## src/rtl/xbtn_pkg.sv

```systemverilog
// Shared register-map constants and helpers for the push-button controller.
package xbtn_pkg;

  typedef enum logic [1:0] {
    RegLevel = 2'd0,
    RegPend  = 2'd1,
    RegEvq   = 2'd2,
    RegCtrl  = 2'd3
  } reg_addr_e;

  localparam int unsigned CtrlEnBit    = 0;
  localparam int unsigned CtrlFlushBit = 1;
  localparam int unsigned CtrlDropBit  = 8;
  localparam int unsigned EvqValidBit  = 31;

  function automatic logic [7:0] lowest_index(logic [7:0] vec);
    logic [7:0] idx;
    idx = '0;
    for (int i = 7; i >= 0; i--) begin
      if (vec[i]) idx = 8'(i);
    end
    return idx;
  endfunction

  function automatic logic multi_hot(logic [7:0] vec);
    return (vec & (vec - 8'd1)) != 8'd0;
  endfunction

endpackage

```

## src/rtl/xbtn_if.sv

```systemverilog
// Register bus between the address decoder (master) and the button controller (slave).
interface xbtn_if;
  logic        sel;
  logic        we;
  logic [1:0]  addr;
  logic [31:0] data_in;
  logic [31:0] data_out;

  modport master (output sel, output we, output addr, output data_in, input data_out);
  modport slave  (input sel, input we, input addr, input data_in, output data_out);
endinterface

```

## src/rtl/xbtn_debounce.sv

```systemverilog
// One button: 2-flop synchronizer, tick-driven debounce counter and stable level.
module xbtn_debounce #(
  parameter int unsigned DEB_CNT = 10
) (
  input  logic clk,
  input  logic rst,
  input  logic tick,
  input  logic btn_raw,
  output logic stable,
  output logic press
);

  logic       sync1_q, sync2_q, stable_q;
  logic [7:0] cnt_q;
  logic       accept;

  // Level is accepted on the tick that completes DEB_CNT consecutive differing ticks.
  assign accept = tick && (sync2_q != stable_q) && (cnt_q == 8'(DEB_CNT - 1));
  assign stable = stable_q;
  assign press  = accept && sync2_q;

  always_ff @(posedge clk or negedge rst) begin
    if (!rst) begin
      sync1_q  <= 1'b0;
      sync2_q  <= 1'b0;
      stable_q <= 1'b0;
      cnt_q    <= 8'd0;
    end else begin
      sync1_q <= btn_raw;
      sync2_q <= sync1_q;
      if (tick) begin
        if (sync2_q == stable_q) begin
          cnt_q <= 8'd0;
        end else if (accept) begin
          cnt_q    <= 8'd0;
          stable_q <= sync2_q;
        end else begin
          cnt_q <= cnt_q + 8'd1;
        end
      end
    end
  end

endmodule

```

## src/rtl/xbtn_ctrl.sv

```systemverilog
// Push-button controller: shared debounce prescaler, pending bits, event FIFO and CTRL register.
module xbtn_ctrl
  import xbtn_pkg::*;
#(
  parameter int unsigned NBTN      = 4,
  parameter int unsigned DEB_DIV   = 50000,
  parameter int unsigned DEB_CNT   = 10,
  parameter int unsigned EVQ_DEPTH = 4
) (
  input  logic            clk,
  input  logic            rst,
  xbtn_if.slave           bus,
  input  logic [NBTN-1:0] btn_raw,
  output logic            irq
);

  localparam int unsigned DivW = $clog2(DEB_DIV);
  localparam int unsigned AW   = (EVQ_DEPTH > 1) ? $clog2(EVQ_DEPTH) : 1;
  localparam int unsigned CW   = $clog2(EVQ_DEPTH + 1);

  logic [DivW-1:0] div_q;
  logic            tick;
  logic [NBTN-1:0] level, press, press_en, pend_q, pend_clr;
  logic [7:0]      press8;
  logic [7:0]      mem_q [EVQ_DEPTH];
  logic [AW-1:0]   wr_q, rd_q;
  logic [CW-1:0]   cnt_q;
  logic            en_q, drop_q;
  logic            rd_evq, wr_pend, wr_ctrl;
  logic            empty, full, push_req, push, pop, flush, drop_set;

  function automatic logic [AW-1:0] ptr_inc(logic [AW-1:0] p);
    return (p == AW'(EVQ_DEPTH - 1)) ? '0 : p + AW'(1);
  endfunction

  assign tick = (div_q == DivW'(DEB_DIV - 1));

  always_ff @(posedge clk or negedge rst) begin
    if (!rst) div_q <= '0;
    else      div_q <= tick ? '0 : div_q + DivW'(1);
  end

  for (genvar i = 0; i < NBTN; i++) begin : g_btn
    xbtn_debounce #(.DEB_CNT(DEB_CNT)) u_deb (
      .clk     (clk),
      .rst     (rst),
      .tick    (tick),
      .btn_raw (btn_raw[i]),
      .stable  (level[i]),
      .press   (press[i])
    );
  end

  assign rd_evq  = bus.sel && !bus.we && (bus.addr == RegEvq);
  assign wr_pend = bus.sel && bus.we && (bus.addr == RegPend);
  assign wr_ctrl = bus.sel && bus.we && (bus.addr == RegCtrl);

  assign empty    = (cnt_q == '0);
  assign full     = (cnt_q == CW'(EVQ_DEPTH));
  assign press_en = en_q ? press : '0;
  assign push_req = |press_en;
  assign pop      = rd_evq && !empty;
  assign flush    = wr_ctrl && bus.data_in[CtrlFlushBit];
  // A pop in the same cycle frees the head slot, so a full queue still accepts the push.
  assign push     = push_req && !flush && (!full || pop);
  assign drop_set = push_req && (multi_hot(press8) || (!flush && full && !pop));
  assign pend_clr = wr_pend ? bus.data_in[NBTN-1:0] : '0;
  assign irq      = en_q && !empty;

  always_comb begin
    press8             = '0;
    press8[NBTN-1:0]   = press_en;
  end

  always_ff @(posedge clk or negedge rst) begin
    if (!rst) begin
      for (int i = 0; i < EVQ_DEPTH; i++) mem_q[i] <= '0;
      wr_q   <= '0;
      rd_q   <= '0;
      cnt_q  <= '0;
      pend_q <= '0;
      en_q   <= 1'b0;
      drop_q <= 1'b0;
    end else begin
      pend_q <= (pend_q & ~pend_clr) | press_en;
      drop_q <= (drop_q & ~(wr_ctrl && bus.data_in[CtrlDropBit])) | drop_set;
      if (wr_ctrl) en_q <= bus.data_in[CtrlEnBit];
      if (flush) begin
        wr_q  <= '0;
        rd_q  <= '0;
        cnt_q <= '0;
      end else begin
        if (push) begin
          mem_q[wr_q] <= lowest_index(press8);
          wr_q        <= ptr_inc(wr_q);
        end
        if (pop) rd_q <= ptr_inc(rd_q);
        case ({push, pop})
          2'b10:   cnt_q <= cnt_q + CW'(1);
          2'b01:   cnt_q <= cnt_q - CW'(1);
          default: cnt_q <= cnt_q;
        endcase
      end
    end
  end

  always_comb begin
    bus.data_out = '0;
    case (reg_addr_e'(bus.addr))
      RegLevel: bus.data_out[NBTN-1:0] = level;
      RegPend:  bus.data_out[NBTN-1:0] = pend_q;
      RegEvq: begin
        if (!empty) begin
          bus.data_out[EvqValidBit] = 1'b1;
          bus.data_out[7:0]         = mem_q[rd_q];
        end
      end
      RegCtrl: begin
        bus.data_out[CtrlEnBit]   = en_q;
        bus.data_out[CtrlDropBit] = drop_q;
      end
      default: bus.data_out = '0;
    endcase
  end

endmodule

```

## src/flat_wrapper.sv

```systemverilog
// flat-port wrapper written by rule: the top's interface ports become plain ports
module xbtn_ctrl_flat import xbtn_pkg::*;
#(
  parameter int unsigned NBTN      = 4,
  parameter int unsigned DEB_DIV   = 50000,
  parameter int unsigned DEB_CNT   = 10,
  parameter int unsigned EVQ_DEPTH = 4
)
  (clk, rst, btn_raw, irq, bus_sel, bus_we, bus_addr, bus_data_in, bus_data_out);
  xbtn_if bus_i ();
  input  logic clk;
  input  logic rst;
  input  logic [NBTN-1:0] btn_raw;
  output logic irq;
  input wire logic [$bits(bus_i.sel)-1:0] bus_sel;
  input wire logic [$bits(bus_i.we)-1:0] bus_we;
  input wire logic [$bits(bus_i.addr)-1:0] bus_addr;
  input wire logic [$bits(bus_i.data_in)-1:0] bus_data_in;
  output wire logic [$bits(bus_i.data_out)-1:0] bus_data_out;
  assign bus_i.sel = bus_sel;
  assign bus_i.we = bus_we;
  assign bus_i.addr = bus_addr;
  assign bus_i.data_in = bus_data_in;
  assign bus_data_out = bus_i.data_out;
  xbtn_ctrl #(.NBTN(NBTN), .DEB_DIV(DEB_DIV), .DEB_CNT(DEB_CNT), .EVQ_DEPTH(EVQ_DEPTH)) u_core (.clk(clk), .rst(rst), .bus(bus_i), .btn_raw(btn_raw), .irq(irq));
endmodule
```

## config.mk

```make
export PLATFORM = sky130hd
export DESIGN_NAME = xbtn_ctrl_flat
export DESIGN_NICKNAME = d
export VERILOG_FILES = /design/src/rtl/xbtn_pkg.sv /design/src/rtl/xbtn_if.sv /design/src/rtl/xbtn_debounce.sv /design/src/rtl/xbtn_ctrl.sv /design/src/flat_wrapper.sv
export SDC_FILE = /design/constraint.sdc
export NUM_CORES = 1
export LEC_CHECK = 0
export BUFFER_PORTS_ARGS = -buffer_cell sky130_fd_sc_hd__buf_2
export CORE_MARGIN = 4
export CORE_UTILIZATION = 55
export CTS_CLUSTER_DIAMETER = 120
export CTS_CLUSTER_SIZE = 24
export DETAILED_ROUTE_END_ITERATION = 10
export GPL_TIMING_DRIVEN = 0
export MAX_ROUTING_LAYER = met4
export PLACE_DENSITY = 0.78
export RECOVER_POWER = 25
export SETUP_SLACK_MARGIN = 0.3
export SLEW_MARGIN = 20
export SYNTH_ARGS = -nofsm -noshare
export SYNTH_HDL_FRONTEND = slang
export SYNTH_SLANG_ARGS = --single-unit
```

## constraint.sdc

```tcl
create_clock -name clk -period 3.09 [get_ports clk]
set_input_delay 0.618 -clock clk [delete_from_list [all_inputs] [get_ports clk]]
set_output_delay 0.618 -clock clk [all_outputs]
set_load 0.02 [all_outputs]
```

== Word-level counts from Yosys, hierarchy flattened ==
Index checks and enable logic that the tools add are counted.
Cells by class
  add/subtract/negate cells: 10
  $lt $le $gt $ge: 3
  eq/ne operators: 21
  multiplexer cells: 38
  bitwise operators: 14
  reduce and logical (&&, ||, !) cells: 46
Operators by type and width (count)
  $mux W8: 14
  $add A8 B1 Y8 const B: 4
  $bwmux W32: 1
  $eq A8 B4 Y1 const B: 4
  $logic_and A1 B1 Y1: 27
  $mux W2: 10
  $add A16 B1 Y16 const B: 1
  $bmux W8 S2: 1
  $demux W8 S2: 1
  $eq A16 B16 Y1 const B: 1
  $mux W16: 1
  $mux W4: 3
  $reduce_and A3 Y1: 4
  $eq A2 B2 Y1 const B: 5
  $pmux W3 S3: 1
  $and A4 B8 Y8: 1
  $reduce_bool A8 Y1: 1
  $ge A3 B3 Y1 const B: 2
  $not A1 Y1: 6
  $not A2 Y3: 2
  $pmux W3 S2: 1
  $logic_not A1 Y1: 5
  $sub A4 B1 Y5 const B: 1
  $add A2 B1 Y2 const B: 2
  other kinds (22): 33
Storage, ports and cells
  flip-flop bits (word level): 105
  logic and storage cells: 159

== Depth between registers and ports, before layout ==
Gate-level depths: netlist of run 1.
  word-level depth: 12
  mapped depth: 11
  mapped depth without buffers: 11

== Cells and area by module ==
A second synthesis of run 1 with hierarchy kept.
Second synthesis, totals
  cells, all modules: 435
  area, all modules: 4534.3 µm²
By module, submodules not included
  xbtn_ctrl: instances 1, cells an instance 223, area an instance 2312.2 µm²
  xbtn_debounce: instances 4, cells an instance 53, area an instance 555.5 µm²

== Least setup slack after synthesis of run 1 ==
Ideal clock, no wire load.
  path kind: input-to-reg
  from: input bus_addr[1]
  to: register u_core.cnt_q[2]
  library setup time: 0.094 ns
  arrival time: 2.811 ns
  data required time: 2.996 ns
  slack: 0.185 ns
  stages: 10
  cell sequence: buf_4 -> inv_2 -> nor3_2 -> nand3b_1 -> a21oi_1 -> inv_2 -> fa_1 -> nor4_1 -> a211oi_1 -> a211oi_1
Between the ends
  cells in the longest elaborated chain, start to end: 9
  elaborated cells between the ends (all ways): 15
RTL lines
  start: declaration: line flat_wrapper.sv:17  | input wire logic [$bits(bus_i.addr)-1:0] bus_addr;
  $eq A2 B2 Y1: line xbtn_ctrl.sv:56  | assign wr_ctrl = bus.sel && bus.we && (bus.addr == RegCtrl);
  $logic_and A1 B1 Y1: line xbtn_ctrl.sv:56
  $logic_and A1 B1 Y1: line xbtn_ctrl.sv:63  | assign flush = wr_ctrl && bus.data_in[CtrlFlushBit];
  $logic_not A1 Y1: line xbtn_ctrl.sv:65  | assign push = push_req && !flush && (!full || pop);
  $logic_and A1 B1 Y1 (2 in series): line xbtn_ctrl.sv:65
  $eq A2 B1 Y1 or $eq A2 B2 Y1 (tied branches): line xbtn_ctrl.sv:98  | case ({push, pop})
  $pmux W3 S2: line xbtn_ctrl.sv:98
  $mux W3: line xbtn_ctrl.sv:88  | if (flush) begin
  end signal: assignment: line xbtn_ctrl.sv:99  | 2'b10: cnt_q <= cnt_q + CW'(1);
  end signal: assignment: line xbtn_ctrl.sv:100  | 2'b01: cnt_q <= cnt_q - CW'(1);
  end signal: assignment: line xbtn_ctrl.sv:101  | default: cnt_q <= cnt_q;
  end: declaration: line xbtn_ctrl.sv:27  | logic [CW-1:0] cnt_q;
Parallel ways exist; a longest one is shown, timed or not.
A chain may end at the register's enable or synchronous reset.

== Final worst setup path of run 1 ==
  from: register u_core.div_q[0]
  to: register u_core.cnt_q[2]
Between the ends
  cells in the longest elaborated chain, start to end: 11
  elaborated cells between the ends (all ways): 22
RTL lines
  start: declaration: line xbtn_ctrl.sv:21  | logic [DivW-1:0] div_q;
  start signal: assignment: line xbtn_ctrl.sv:40  | else div_q <= tick ? '0 : div_q + DivW'(1);
  $eq A16 B16 Y1 (*): line xbtn_ctrl.sv:36  | assign tick = (div_q == DivW'(DEB_DIV - 1));
  $logic_and A1 B1 Y1 (2 in series): line xbtn_debounce.sv:18  | assign accept = tick && (sync2_q != stable_q) && (cnt_q == 8'(DEB_CNT - 1));
  $logic_and A1 B1 Y1: line xbtn_debounce.sv:20  | assign press = accept && sync2_q;
  $mux W4 (*): line xbtn_ctrl.sv:60  | assign press_en = en_q ? press : '0;
  $reduce_or A4 Y1 (*): line xbtn_ctrl.sv:61  | assign push_req = |press_en;
  $logic_and A1 B1 Y1 (*) (2 in series): line xbtn_ctrl.sv:65
  $eq A2 B1 Y1 or $eq A2 B2 Y1 (tied branches): line xbtn_ctrl.sv:98
  $pmux W3 S2: line xbtn_ctrl.sv:98
  $mux W3: line xbtn_ctrl.sv:88
Mark *: on every way between the ends. The rest lies on a longest branch, timed or not.

==> results of run 1 <==
## layout by cell type (no fill, tap or decap), drive strengths merged, types with 11 or more instances in the layout
cell / count
ha: 14
dfrtp: 81
clkbuf: 17
nand3: 18
buf: 53
inv: 11
and3: 19
nand2: 67
xor2: 16
nor2: 17
o21ai: 54
conb: 26
nand4: 18
## cell families (layout without fill, tap and decap cells)
family / after synthesis / count (layout) / share of synthesized area [%]
other: 1 / 26 / 0.0836
DFF: 81 / 81 / 45.2
and+or+nand+nor: 186 / 186 / 25.1
AOI/OAI and AO/OA: 84 / 84 / 10.8
xor gates and xnor gates: 20 / 20 / 3.90
adders and majority gates: 15 / 15 / 4.35
buffers and inverters: 47 / 85 / 6.24
muxes: 16 / 16 / 4.40
## layer usage
layer	track usage, %	vias up
met5	-	-
met4	7.14	0
met3	5.64	14
met2	31.6	99
met1	25.1	1659
li1	-	1668
## metrics by stage
step | utilization (%) | cell area (µm²) | instances | setup slack [ps] | power [mW]
3_5_place_dp | 61.7 | 4840 | 597 | 231 | 1.48
2_1_floorplan | - | 4590 | 475 | 330 | 1.39
5_1_grt | 64.5 | 5060 | 615 | 380 | 2.30
3_3_place_gp | 61.3 | 4810 | 596 | 273 | 1.46
4_1_cts | 64.0 | 5020 | 612 | 336 | 2.20
6_report | 64.5 | 5060 | 615 | 492 | 2.19
## area by class of cell
type                    count  area (µm²)
fillers                   628        2790
plain buffers              36         241
repair buffers             23         144
clock inverters             4        28.8
inverters                  11        41.3
flip-flops and latches     81        2030
multi-input cells         347        2300
well taps                 102         128
clock buffers              11         151
## timing repair
action	4_1_cts	5_1_grt
endpoints found under the setup margin	1	2
buffers inserted	0	3
pin swaps	0	4
gates resized for setup	1	6
## worst max-delay path by stage
stage                                             end  slack [ps]                      start  cells past startpoint
after floorplan           u_core.cnt_q[2]$_DFFE_PN0P_         330                bus_addr[1]                     10
after global routing      u_core.cnt_q[2]$_DFFE_PN0P_         380  u_core.div_q[0]$_DFF_PN0_                     11
after detailed placement  u_core.cnt_q[2]$_DFFE_PN0P_         230                bus_addr[1]                     10
final                     u_core.cnt_q[2]$_DFFE_PN0P_         490  u_core.div_q[0]$_DFF_PN0_                     11
after global placement    u_core.cnt_q[2]$_DFFE_PN0P_         270                bus_addr[1]                     10
after CTS                 u_core.cnt_q[2]$_DFFE_PN0P_         340  u_core.div_q[0]$_DFF_PN0_                     11
## worst register-to-register path: stages (launching register included)
cell	delay (ps)
sky130_fd_sc_hd__dfrtp_1	410
sky130_fd_sc_hd__ha_2	210
sky130_fd_sc_hd__and3_2	210
sky130_fd_sc_hd__and4_1	150
sky130_fd_sc_hd__buf_4	170
sky130_fd_sc_hd__and2_1	200
sky130_fd_sc_hd__a21oi_2	180
sky130_fd_sc_hd__inv_2	100
sky130_fd_sc_hd__fa_2	390
sky130_fd_sc_hd__buf_4	150
sky130_fd_sc_hd__mux2i_1	120
sky130_fd_sc_hd__a211oi_1	220
## Yosys cell counts, types with 5 or more instances
library cell               number
sky130_fd_sc_hd__nand2_2        5
sky130_fd_sc_hd__nor2b_1        6
sky130_fd_sc_hd__nor2_1        17
sky130_fd_sc_hd__a21oi_1       10
sky130_fd_sc_hd__ha_1          14
sky130_fd_sc_hd__nand3_1       18
sky130_fd_sc_hd__o31ai_1        7
sky130_fd_sc_hd__mux2_1         8
sky130_fd_sc_hd__clkbuf_1       5
sky130_fd_sc_hd__o21ai_0       50
sky130_fd_sc_hd__inv_1          9
sky130_fd_sc_hd__and3_1        19
sky130_fd_sc_hd__xor2_1        16
sky130_fd_sc_hd__buf_4         27
sky130_fd_sc_hd__nand4_1       18
sky130_fd_sc_hd__dfrtp_1       81
sky130_fd_sc_hd__nand2_1       62
## power by group
part	internal [mW]	switching (mW)	total [mW]
sequential	1.11	0.0547	1.16
combinational	0.133	0.175	0.308
clock	0.331	0.389	0.720
## registers in the layout, indices dropped and copies added (netlist names), 2 cells and up
| name | flops |
|---|---|
| u_core.mem_q | 8 |
| u_core.g_btn.u_deb.sync1_q | 4 |
| u_core.wr_q | 2 |
| u_core.cnt_q | 3 |
| u_core.g_btn.u_deb.stable | 4 |
| u_core.rd_q | 2 |
| u_core.g_btn.u_deb.cnt_q | 32 |
| u_core.g_btn.u_deb.sync2_q | 4 |
| u_core.div_q | 16 |
| u_core.pend_q | 4 |
==> run summary, run 1 <==
The port buffer count is 19. The period utilization came out at between 80% and 90%. The flow ran to the end, but the final reports show violations. The synthesized flop and latch total came out at between 80 and 90. The met3 wire length is ~540 µm.

The share of synthesized area in the top cell type comes to 45.2%. The slew of the pin with the lowest slew margin is ~1900 ps. In the final layout, the share of cells above drive strength 1 is 19.1%.

In the final routing, the length of wire on met1 measures a little over 4000 µm. Walking the worst path, the cells encountered are ha_2, and3_2, and4_1, buf_4, and2_1, a21oi_2, inv_2, fa_2, buf_4, mux2i_1, a211oi_1. The pin count of the biggest net entering global routing came out at 50. The initial antenna violation count came to 0. The power per cell area came out at ~430 mW/mm². Synthesis instantiated 56 different standard cells from the library. The detail route stage leaves a number of antenna-violating nets equal to 0.

The TritonCTS clock tree is yes. After detailed routing, the average wire length per cell comes to ~15 µm. In this run the critical register-to-register path is captured at u_core.cnt_q[2]$_DFFE_PN0P_.

For this run, the leading register cell type out of synthesis is sky130_fd_sc_hd__dfrtp_1. The min-delay analysis places its worst path in the category reg -> reg. The cell family contributing the most delay on the critical path is adder cells. The worst hold path depth is 0.

The global-route wire length before repair came out at ~16,000 µm. In this run the cell area of the synthesized design comes to 0.00449 mm². The die covers around 0.0097 mm². Setup repair after global routing left no endpoint under its margin. The number of antenna diodes in the final layout is 0.

Among the stages of the critical path, the cell type that occurs most often is sky130_fd_sc_hd__buf_4. The endpoint type of the worst setup path is a flip-flop. The worst register-to-register path has a depth of 11. The sum of overflow across all layers after global routing is 0. The tree is rooted in a sky130_fd_sc_hd__clkbuf_8. The top-level port count is 75. During synthesis, Yosys emitted a total of 0 warnings. The number of DRC violations after detailed-routing iteration 0 is between 150 and 200.

The slowest stage of the critical path belongs to the cell sky130_fd_sc_hd__dfrtp_1. The delay contributed by the slowest stage of the critical path came out at roughly 410 ps. The critical path required time is 3360 ps. The async set or reset register ratio after synthesis is 100%. The final setup skew is 8.62 ps. The final wirelength came out at just over 9000 µm. The number of sinks driven by the clock tree came out at between 80 and 90.

The max-capacitance violation count came out at 1. The first TritonRoute pass finished after 5 iterations. The total track usage is about 20%. Counting flops with a built-in enable in the synthesized netlist gives 0.

Of all cell types, the one taking the most synthesized area is sky130_fd_sc_hd__dfrtp_1. The count of vias placed by the detailed router came out at 3,440. The setup check on the worst reg-to-reg path leaves a slack of 490 ps. In this run the top signal layer used is met4. The number of nets in the layout is roughly 570.

The initial core utilization is 57.2%. The routability congestion estimate came out at approximately 0.86. Measured along the y axis, the die boundary spans 98.3 µm.

The floorplan row count came out at 32. Dividing the synthesized area by the synthesized cell count gives ~10 µm². In the routed layout, each cell is associated on average with a via count of between 5 and 6. The worst-case IR drop observed on VDD is approximately 0.21 mV.

The later pin in the worst-skew pair is clocked with a latency of between 300 and 400 ps. The max-slew headroom at the worst pin is -25.0%. The via count of the first global-routing pass is about 3,400. The final HPWL from detailed placement is roughly 6600 µm. Together, buffers and inverters on the worst path number 3. STA classifies the critical path startpoint as a flip-flop.

In the final timing run, aggregate negative setup slack is 0 ps. Wire segments on met2 add up to about 4500 µm in the final route. The final count of pins violating max slew is 33. The post-CTS clock slew at the launch and capture registers of the worst setup and hold paths came out at ~80 ps. The total of hold buffers inserted after clock tree synthesis is 0.

The floorplan core area is just under 0.008 mm². The cell count after synthesis came out at 450. By area the synthesized netlist is led by sky130_fd_sc_hd__dfrtp_1, sky130_fd_sc_hd__o21ai_0, sky130_fd_sc_hd__nand2_1, sky130_fd_sc_hd__buf_4, sky130_fd_sc_hd__ha_1. For this design the static power due to leakage is 2.44 nW. The clock buffer count from CTS came out at 9. The critical path is of the reg -> reg type. The maximum fanout along the worst path is 10. After detailed routing, the number of remaining DRC violations is 0. The die is ~100 µm wide.

The largest buffer count on any clock path came out at 2. The proportion of synthesized chip area in sequential cells came out at a little under half. The post-route minimum period came out at roughly 2600 ps. The source of the worst hold timing path is u_core.g_btn[1].u_deb.sync1_q$_DFF_PN0_. STA puts the critical path data arrival time at ~2900 ps. The destination of the worst hold path is u_core.g_btn[1].u_deb.sync2_q$_DFF_PN0_. Based on the critical path, the design can be clocked at up to between 300 and 400 MHz. The checks that failed: max-capacitance violations, max-slew violations. The number of hold violations in the final report was 0. The synthesis-to-finish area growth came out at 12.7%.

On the final layout, the worst hold slack is between 300 and 400 ps. The worst register-to-register path begins at u_core.div_q[0]$_DFF_PN0_. The clock tree synthesis step divided the H-tree into 3 levels. Setup violations remaining at the end of the flow were counted as 0.
Power figures use the tool's default switching activity.
==> run 2, diff against run 1 <==
Settings changed: ABC_AREA set to 1.
Clock period 3.09 ns to 2.5 ns, I/O delays scaled along.
==> run 2 against run 1 <==
  * Critical path depth grew 8
  * Clock power grew 34%
  * Critical path type unchanged
  * Cell area grew 9.6%
  * Cell count grew 23%
  * Sequential power grew 23%
  * Via count grew 17%
  * Combinational power grew 56%
  * Die area grew 3.3%
  * Total power grew 31%
  * The flow now finishes without violations
==> run summary, run 2 <==
The worst register-to-register path ends at u_core.cnt_q[2]$_DFFE_PN0P_. Counting the fill cells in the layout gives about 650. The source-to-sink clock delay at the later pin of the worst-skew pair is 360 ps.

The number of hold violations in the final report is 0. The port buffer count is 21. Of the post-synthesis cell area, the part taken by muxes is 0%.

The critical path is of the reg -> reg type. The total negative slack is 0 ps. The worst-case IR drop observed on VDD is 0.414 mV. Clock-pin slew was measured on the worst setup and hold paths at about 80 ps. For the pin with the worst max-slew slack, the measured transition is ~1200 ps. The total of hold buffers inserted after clock tree synthesis came out at 0. At the end of routability-driven placement, the weighted congestion stood at between 0.8 and 0.9.

The longest clock path from root to sink contains 2 buffers. The die outline height came out at ~100 µm. The utilization after layout is between 60% and 70%. The cell area that synthesis handed to floorplanning was approximately 0.0046 mm².

The final count of pins violating max slew is 0. The flip-flop count of the largest register after layout is 32. Yosys printed 0 warnings. The initial core utilization came out at between 50 and 60%. Entering global routing, the biggest net connects 60 pins.

Setup repair after global routing could not meet its margin everywhere. The number of buffer and inverter instances along the worst setup path is 2. The static power due to leakage came out at between 2 and 3 nW. TritonCTS built the clock tree. The completed layout was analyzed and its total power is between 2 and 3 mW.

Dividing the detail-routed via count by the number of cells gives 5.33. By count the netlist is led by sky130_fd_sc_hd__nand2_1, sky130_fd_sc_hd__dfrtp_1, sky130_fd_sc_hd__inv_1, sky130_fd_sc_hd__nor2_1, sky130_fd_sc_hd__nand3_1. Among cell families on the critical path, the largest total delay comes from simple AND/OR/NAND/NOR gates. Traced cell by cell, the critical path runs through ha_2, nand2_2, nor2_4, nand2_2, nor2_4, buf_6, nand4_4, nor2_4, nor2_4, nand2_4, nand2_4, nand2_4, fa_2, xor2_2, inv_1, nand2_1, nand2_1, nand2_1, nand2_1. The floorplan step defined a die boundary enclosing between 0.009 and 0.01 mm². The deepest level of the CTS H-tree is 3. The period utilization is 97.6%. The detailed-routing iteration count for the pre-antenna-repair pass is 6. The startpoint identified for the worst register-to-register timing path is u_core.div_q[0]$_DFF_PN0_. The post-synthesis adder-cell area fraction is under 10%.

The number of sinks driven by the clock tree came out at between 80 and 90. Summing over every cut layer, the via total after detailed routing is 4,026. The first routing iteration left ~230 violations. The total track usage came out at between 20 and 25%.

Leaving out fill and tap cells, the most frequent cells in the layout are sky130_fd_sc_hd__nand2_1, sky130_fd_sc_hd__dfrtp_1, sky130_fd_sc_hd__inv_1. For this run, the leading register cell type out of synthesis is sky130_fd_sc_hd__dfrtp_1. The final HPWL from detailed placement came out at ~7200 µm.

The complex-gate fraction of the synthesized area came out at just over 9%. The floorplan core area is 0.00822 mm². In the final layout, the registers with the most flip-flops are u_core.g_btn.u_deb.cnt_q x32, u_core.div_q x16, u_core.mem_q x8. The worst setup path is launched from a flip-flop. The source of the worst hold timing path is btn_raw[1]. The delay contributed by the slowest stage of the critical path came out at a little under 400 ps.

In the final routed layout, each cell accounts on average for approximately 14 µm. The max-slew headroom at the worst pin is 20.7%. The run finished with clean final reports.

In this run the count of I/O pins placed on the die edge is 75. By area the synthesized netlist is led by sky130_fd_sc_hd__dfrtp_1, sky130_fd_sc_hd__nand2_1, sky130_fd_sc_hd__inv_1, sky130_fd_sc_hd__nor2_1, sky130_fd_sc_hd__nand3_1. The DRC violation count after routing is 0. The power per cell area came out at about 520 mW/mm². The library cell with the highest instance count after synthesis is sky130_fd_sc_hd__nand2_1. The footprint of the flip-flops and latches is approximately 0.0020 mm². In the final layout, the multi-input gates occupy 0.00238 mm². The floorplan has 33 rows. Of all nets on the critical path, the largest fanout is 4.

The net count of the finished layout is approximately 700. The cell count of the worst reg-to-reg path came out at 19. The count of flip-flops with a built-in enable after synthesis is 0. The max-capacitance violation count came out at 0. The synthesized design contains a little over 80 register bits. Of all cell types, the one taking the most synthesized area is sky130_fd_sc_hd__dfrtp_1.

The antenna cell count came out at 0. The initial antenna violation count came out at 0. The reg2reg setup slack came out at 60 ps. The clock buffer count from CTS is 9.

The count of final setup violators is 0. The number of distinct library cells after synthesis came out at 37. For hold timing, the worst endpoint is u_core.g_btn[1].u_deb.sync1_q$_DFF_PN0_. The global-route wire length before repair came out at ~17,000 µm. The final wirelength is 10,700 µm.

The library cell used most frequently in the layout, excluding fill and tap cells, is sky130_fd_sc_hd__nand2_1. The proportion of synthesized chip area in sequential cells came out at a little over two fifths. The total overflow left after global routing is 0. Relative to the synthesized area, the layout overhead comes to 19.3%. The worst hold path depth came out at 1. The data arrival time of the critical path is 2700 ps. Summing the areas of all and, or, nand and nor instances in the mapped netlist gives 26.6% of the synthesized area. The worst setup path is captured at a flip-flop.

In this run the mean area of a mapped cell was ~8.2 µm². The via count of the first global-routing pass came to a little under 4,000. The dominant combinational cell family by area after synthesis is simple AND/OR/NAND/NOR gates. The cell at the slowest stage of the critical path is sky130_fd_sc_hd__dfrtp_1.

Summed over its instances, the top area cell type makes up 43.6% of the synthesized netlist area. The smallest clock period supported by the final layout is computed as 2440 ps. The largest register by flop count is u_core.g_btn.u_deb.cnt_q. The final setup skew came out at around 11 ps. The fmax came out at a little over 400 MHz. The async set or reset register ratio after synthesis came out at 100%. The path class of the lowest-slack min-delay path is in -> reg. The synthesized netlist devotes 5.28% of its cell area to XOR and XNOR gates.

The post-synthesis instance total came out at 566. The die is 99.9 µm wide. The root buffer cell chosen for the clock tree is sky130_fd_sc_hd__clkbuf_8. STA puts the critical path data required time at roughly 2800 ps. The share of layout cells above drive strength 1 came out at a little under a quarter. The number of routed nets with antenna violations is 0.
## run 2: changes by cell type after synthesis, moves of 6 or more
cell,before,now
sky130_fd_sc_hd__and3_1,19,1
sky130_fd_sc_hd__inv_1,9,70
sky130_fd_sc_hd__mux2_1,8,0
sky130_fd_sc_hd__nand2_1,62,101
sky130_fd_sc_hd__nand3_1,18,41
sky130_fd_sc_hd__nor2_1,17,56
sky130_fd_sc_hd__nor3_1,4,13
sky130_fd_sc_hd__o21ai_0,50,32
sky130_fd_sc_hd__o22ai_1,4,22
sky130_fd_sc_hd__xor2_1,16,22
## run 2: through the flow
step           area (µm²)  setup slack, ps  hold slack, ps  instances
3_5_place_dp         5020             -172             339        718
3_3_place_gp         4990            -98.9             334        717
2_1_floorplan        4750              254             204        591
4_1_cts              5360              133            38.9        744
6_report             5540             59.0             243        756
5_1_grt              5540             -117             228        756
## run 2: power by group
part / leakage, nW / internal (mW) / switching, mW / total (mW)
Combinational: 1.52 / 0.180 / 0.302 / 0.482
Clock: 0.0953 / 0.486 / 0.479 / 0.965
Sequential: 1.09 / 1.37 / 0.0644 / 1.43
Total: 2.70 / 2.03 / 0.846 / 2.88
## run 2: worst max path at each step
| stage | start | end | slack (ps) | depth (start not counted) |
|---|---|---|---|---|
| after floorplan | u_core.div_q[0]$_DFF_PN0_ | u_core.cnt_q[2]$_DFFE_PN0P_ | 250 | 19 |
| after global placement | u_core.g_btn[0].u_deb.cnt_q[1]$_DFFE_PN0N_ | u_core.cnt_q[2]$_DFFE_PN0P_ | -100 | 17 |
| after detailed placement | u_core.g_btn[0].u_deb.cnt_q[1]$_DFFE_PN0N_ | u_core.cnt_q[2]$_DFFE_PN0P_ | -170 | 17 |
| after CTS | u_core.div_q[0]$_DFF_PN0_ | u_core.cnt_q[2]$_DFFE_PN0P_ | 130 | 19 |
| after global routing | u_core.div_q[4]$_DFF_PN0_ | u_core.cnt_q[2]$_DFFE_PN0P_ | -120 | 19 |
| final | u_core.div_q[0]$_DFF_PN0_ | u_core.cnt_q[2]$_DFFE_PN0P_ | 60 | 19 |
## run 2: area by class of cell
cell class                 count  area share, %
multi-input combinational    404           43.0
clock buffer                  11           2.55
tap                          105           2.37
inverter                      74           5.08
sequential                    81           36.6
buffer                        32           4.31
timing repair buffer          44           5.12
clock inverter                 5          0.993
## run 2: logic make-up (layout without fill, tap and decap cells)
group | after synthesis | after routing
AND/OR/NAND/NOR | 259 | 259
buffers and inverters | 106 | 166
flip-flops | 81 | 81
AO/OA/AOI/OAI | 76 | 76
XOR/XNOR | 28 | 28
adder cells (fa/ha/maj) | 15 | 15
other | 1 | 26
## run 2: per-layer routing
metal	global-route usage, %	routed length, µm
met2	35.4	5290
met3	4.45	531
met5	-	0
met1	27.9	4590
met4	8.93	308
## run 2: timing repair
item | CTS | global route
pin swaps | 13 | 20
setup endpoints to repair | 14 | 39
setup buffers | 10 | 12
gates cloned | 0 | 0
resized for setup | 14 | 42
